<file path="src/rtl/key_edge_capture_pkg.sv">
// key_edge_capture_pkg: I/O address map and data width shared by the system top and the key peripheral.
package key_edge_capture_pkg;
    localparam int DATA_W = 16;
    typedef logic [DATA_W-1:0] word_t;
    localparam word_t KEY_ADDR  = 16'hFFFF;
    localparam word_t SW_ADDR   = 16'hFFFE;
    localparam word_t LEDR_ADDR = 16'hFFFD;
    localparam word_t HEX_ADDR  = 16'hFFFC;
    localparam word_t EDGE_ADDR = 16'hFFFA;
endpackage

</file>
<file path="src/rtl/key_debounce.sv">
// key_debounce: two-flop synchronizer plus consecutive-cycle debounce for one pressed-high key.
module key_debounce #(
    parameter int DEBOUNCE_CYCLES = 500000
) (
    input  logic clk,
    input  logic reset,
    input  logic i_key,
    output logic o_stable,
    output logic o_rise
);
    localparam int CW = $clog2(DEBOUNCE_CYCLES) + 1;
    localparam logic [CW-1:0] LAST = CW'(DEBOUNCE_CYCLES - 1);
    logic [1:0]    r_sync;
    logic [CW-1:0] r_cnt;
    logic          r_stable;
    logic          w_diff;
    logic          w_done;
    assign w_diff = r_sync[1] != r_stable;
    assign w_done = w_diff && r_cnt == LAST;
    // Rise is flagged in the cycle whose closing edge updates stable, so the edge register sets alongside it.
    assign o_rise   = w_done && r_sync[1];
    assign o_stable = r_stable;
    always_ff @(posedge clk) begin
        if (reset) begin
            r_sync   <= '0;
            r_cnt    <= '0;
            r_stable <= 1'b0;
        end else begin
            r_sync   <= {r_sync[0], i_key};
            r_cnt    <= (w_diff && !w_done) ? r_cnt + 1'b1 : '0;
            if (w_done) r_stable <= r_sync[1];
        end
    end
endmodule

</file>
<file path="src/rtl/key_edge_capture.sv">
// key_edge_capture: debounced push-button levels plus a sticky W1C press-event register on the CPU I/O bus.
module key_edge_capture
    import key_edge_capture_pkg::*;
#(
    parameter int    N_KEYS          = 4,
    parameter int    DEBOUNCE_CYCLES = 500000,
    parameter word_t LEVEL_ADDR      = key_edge_capture_pkg::KEY_ADDR,
    parameter word_t EDGE_ADDR       = key_edge_capture_pkg::EDGE_ADDR
) (
    input  logic              clk,
    input  logic              reset,
    input  logic [N_KEYS-1:0] key_n,
    input  word_t             mem_addr,
    input  logic              mem_wr_en,
    input  word_t             mem_wr_data,
    output word_t             rd_data,
    output logic              rd_hit,
    output logic              pending
);
    logic [N_KEYS-1:0] w_stable;
    logic [N_KEYS-1:0] w_rise;
    word_t             w_clr;
    word_t             r_edge;
    for (genvar i = 0; i < N_KEYS; i++) begin : g_key
        key_debounce #(.DEBOUNCE_CYCLES(DEBOUNCE_CYCLES)) u_db (
            .clk     (clk),
            .reset   (reset),
            .i_key   (~key_n[i]),
            .o_stable(w_stable[i]),
            .o_rise  (w_rise[i])
        );
    end
    // Edge bits above N_KEYS-1 never set, so they stay 0 and ignore write data there.
    assign w_clr = (mem_wr_en && mem_addr == EDGE_ADDR) ? mem_wr_data : '0;
    always_ff @(posedge clk) begin
        if (reset) r_edge <= '0;
        else       r_edge <= (r_edge & ~w_clr) | DATA_W'(w_rise);
    end
    always_comb begin
        rd_data = mem_addr == LEVEL_ADDR ? DATA_W'(w_stable) :
                  mem_addr == EDGE_ADDR  ? r_edge : '0;
        rd_hit  = mem_addr == LEVEL_ADDR || mem_addr == EDGE_ADDR;
        pending = |r_edge;
    end
endmodule

</file>
<file path="config.mk">
export PLATFORM = sky130hd
export DESIGN_NAME = key_edge_capture
export DESIGN_NICKNAME = d
export VERILOG_FILES = /design/src/rtl/key_edge_capture_pkg.sv /design/src/rtl/key_debounce.sv /design/src/rtl/key_edge_capture.sv
export SDC_FILE = /design/constraint.sdc
export NUM_CORES = 1
export LEC_CHECK = 0
export CAP_MARGIN = 20
export CORE_MARGIN = 5
export CORE_UTILIZATION = 30
export DETAILED_ROUTE_END_ITERATION = 12
export GPL_ROUTABILITY_DRIVEN = 0
export GPL_TIMING_DRIVEN = 0
export PLACE_DENSITY = 0.58
export SYNTH_ARGS = -nofsm -noshare
export SYNTH_HDL_FRONTEND = slang
export SYNTH_SLANG_ARGS = --single-unit
</file>
<file path="constraint.sdc">
create_clock -name clk -period 2.55 [get_ports clk]
set_input_delay 0.3825 -clock clk [delete_from_list [all_inputs] [get_ports clk]]
set_output_delay 0.3825 -clock clk [all_outputs]
set_load 0.03 [all_outputs]
</file>
==> flow_summary.ini, run 1 <==
[sta]
hold_violations = 0
setup_tns_ps = 0
relSlewSlack = 0.506
finClkSkew_ps = 9.27
min_period_ps = 2540
timing.final.ws_setup_ps = 7.80
period_share = 0.997
worst_pin_slew_ps = 734
slew_violations = 0
max_freq_mhz = 393
finalSetupViolCount = 0

[clocking]
path_clk_slew_ps = 70
clockRootBuffer = clkbuf_16
cts_sinks = 108
clk_latency_ps = 340
cts_tree = done
htreeDepth = 3
clock_path_buffers = 2
cts_made_buffers = 9

[power]
p_comb_frac = 0.035
p_seq_frac = 0.530
clockPowerShare = 0.435
irDropWorstVdd_v = 0.000284
switching_share = 0.210
power_mw = 3.20
power-per-cell-area_nw_per_um2 = 526
power.switching_mw = 0.673
p_leak_nw = 1.97
p_int_mw = 2.53

[finish]
nets = 673
area_growth_pct = 26.0
fillers = 1584
n_antenna_cell = 0
drive_gt1_frac = 0.102

[setup_path]
timing.rr.end = g_key[3].u_db.r_cnt[7]$_SDFF_PP0_
cp.required_ps = 2170
cp-end-kind = output port
setup.worst_path.class = in -> out
crit_path_start = mem_addr[15]
critPathMaxFanout = 5
crit_path_start_kind = primary input
arrival_ps = 2160
ff2ff_setup_slack_ps = 220
r2r_start = g_key[3].u_db.r_cnt[0]$_SDFF_PP0_
r2r_cells = 7

[grt]
gr-total-overflow = 0
grt_max_degree = 19
antenna_found_initial = 1
first_global_vias = 3907
track_usage = 0.115
grt_first_pass_wirelength_mm = 17.8

[routing]
wl_per_cell_um = 13.0
drt-initial-drc-count = 252
drc = 0
drt_pass1_iterations = 4
drt-vias-per-instance = 4.84
ant_nets = 0
routed_wl_mm = 11.1
vias = 4123

[yosys]
synth_flop_cell = dfxtp_1
synth-xor-area-share = 0.105
ys_top_cells_by_count = 108 x dfxtp_1, 83 x nor2_1, 34 x xnor2_1, 28 x a21oi_1, 28 x nand3_1
synth_top_area_frac = 0.448
synth_cells = 558
yosys.cell_count.top_type = dfxtp_1
synth_cell_types = 45
netlist_top_cells_area = dfxtp_1 45%, nor2_1 6.5%, xnor2_1 6.2%
synth_compound_area_frac = 0.0814
synthArstFlopShare = 0
synth.area.mux_share = 0
yosysSeqAreaShare = 0.448
ys_ff_latch = 108
netlist_area_um2 = 4830
synth_fa_ha_area_frac = 0.0104
synth_top_family_by_area = simple AND/OR/NAND/NOR gates
syn_nets = 601
syn_area_per_cell_um2 = 8.65
yosys_warnings = 0
synth_edf_count = 0
yosys.area.top_type = dfxtp_1
synthSimpleGateAreaFrac = 0.325

[hold_path]
hp-class = reg -> reg
whs_path_depth = 1
min_to = g_key[2].u_db.r_sync[1]$_SDFF_PP0_
worstHoldStart = g_key[2].u_db.r_sync[0]$_SDFF_PP0_

[die]
ios = 57
die_w_um = 137
initial_core_util = 0.305
die_area_um2 = 18700
rows = 46
die_y_um = 137
core_area_um2 = 15800

[placed_design]
dpl.hpwl_mm = 8.11
io_buffers = 56
pre_cts_ws_ps = -841

[status]
status = complete, no violations

[flow_run]
drv_cap = 0
worst max-delay path: stages:
cell	delay [ps]
clkdlybuf4s50_1	450
nand4_1	120
or4_4	560
nor2_4	210
clkbuf_16	170
and2_4	130
buf_6	120
per-stage QoR:
| step | area (um^2) | std cells | utilization | hold WS [ps] |
|---|---|---|---|---|
| after detailed placement | 5660 | 830 | 0.358 | 427 |
| after global placement | 5660 | 830 | 0.358 | 422 |
| after floorplan | 4830 | 558 | - | 414 |
| after CTS | 5950 | 845 | 0.376 | 441 |
| final | 6090 | 851 | 0.385 | 435 |
| after global routing | 6090 | 851 | 0.385 | 449 |
power by group through the flow:
| stage | registers [mW] | clock network [mW] | logic [mW] |
|---|---|---|---|
| after floorplan | 1.74 | 0 | 0.0362 |
| after global placement | 1.74 | 0 | 0.109 |
| after detailed placement | 1.74 | 0 | 0.109 |
| after CTS | 1.70 | 1.45 | 0.111 |
| after global routing | 1.70 | 1.52 | 0.121 |
| final | 1.70 | 1.39 | 0.112 |
worst max-delay path by stage:
stage | endpoint | slack [ps] | depth (start not counted)
final | rd_data[10] | 8 | 7
after CTS | rd_data[13] | 6 | 7
after detailed placement | rd_data[13] | -840 | 8
after global placement | rd_data[8] | -800 | 8
after global routing | rd_data[10] | -30 | 7
after floorplan | rd_data[10] | 380 | 6
sequential cells by signal, indices dropped and copies added, names as in the netlist:
name / cells
g_key.u_db.o_stable: 4
g_key.u_db.r_sync: 8
r_edge: 16
g_key.u_db.r_cnt: 80
logic make-up after synthesis:
group | after synthesis
flip-flops | 108
AND/OR/NAND/NOR | 290
buffers and inverters | 33
adder cells (fa/ha/maj) | 4
AO/OA/AOI/OAI | 65
XOR/XNOR | 58
final cells by class:
cell class | instances | area [um^2] | area share
multi-input cells | 418 | 2570 | 0.423
flip-flops and latches | 108 | 2160 | 0.355
repair buffers | 61 | 632 | 0.104
well taps | 216 | 270 | 0.0444
clock buffers | 9 | 225 | 0.0370
plain buffers | 15 | 82.6 | 0.0136
clock inverters | 7 | 76.3 | 0.0125
inverters | 17 | 63.8 | 0.0105
cell usage in the layout (no fill, tap or decap), types with 3 or more instances in the layout:
master,Yosys,final
and4_1,10,10
a22oi_1,4,4
buf_4,1,5
dfxtp_1,108,108
clkbuf_16,0,10
and2_1,15,5
a21oi_1,28,28
inv_1,17,17
o31ai_1,6,6
buf_2,0,3
xnor2_1,34,34
nand3_1,28,28
xor2_1,24,24
clkdlybuf4s50_1,0,31
nor4_1,15,15
or2_2,4,4
nor2_1,83,81
nor4b_1,3,3
ha_1,4,4
and2_4,0,10
o21ai_0,15,15
clkbuf_1,12,11
nand4_1,27,27
dlymetal6s2s_1,0,8
and3_1,7,7
or3_1,8,8
nand2_1,23,22
nand2b_1,19,19
nor3_1,18,18
or4_1,11,10
nor2b_1,9,9
buf_6,1,10
timing repair:
action,CTS,global route
gates resized for setup,86,34
endpoints found under the setup margin,17,24
hold buffers,0,0
setup buffers,0,4
pin swaps,1,5
cloned,0,2
hold endpoints to repair,0,0
layer usage:
layer,GRT usage,routed length (um)
met1,0.141,5200
met2,0.197,5030
met3,0.0349,729
met4,0.0327,95
met5,0,13
Power figures use the tool's default switching activity.
==> inputs of run 2 (changes only) <==
--- a/config.mk
+++ b/config.mk
@@ -9,9 +9,9 @@
 export CORE_MARGIN = 5
 export CORE_UTILIZATION = 30
 export DETAILED_ROUTE_END_ITERATION = 12
-export GPL_ROUTABILITY_DRIVEN = 0
 export GPL_TIMING_DRIVEN = 0
 export PLACE_DENSITY = 0.58
+export SLEW_MARGIN = 5
 export SYNTH_ARGS = -nofsm -noshare
 export SYNTH_HDL_FRONTEND = slang
 export SYNTH_SLANG_ARGS = --single-unit
==> results of run 2 <==
Same layout as run 1: the final DEF is identical, and so are final timing and power.
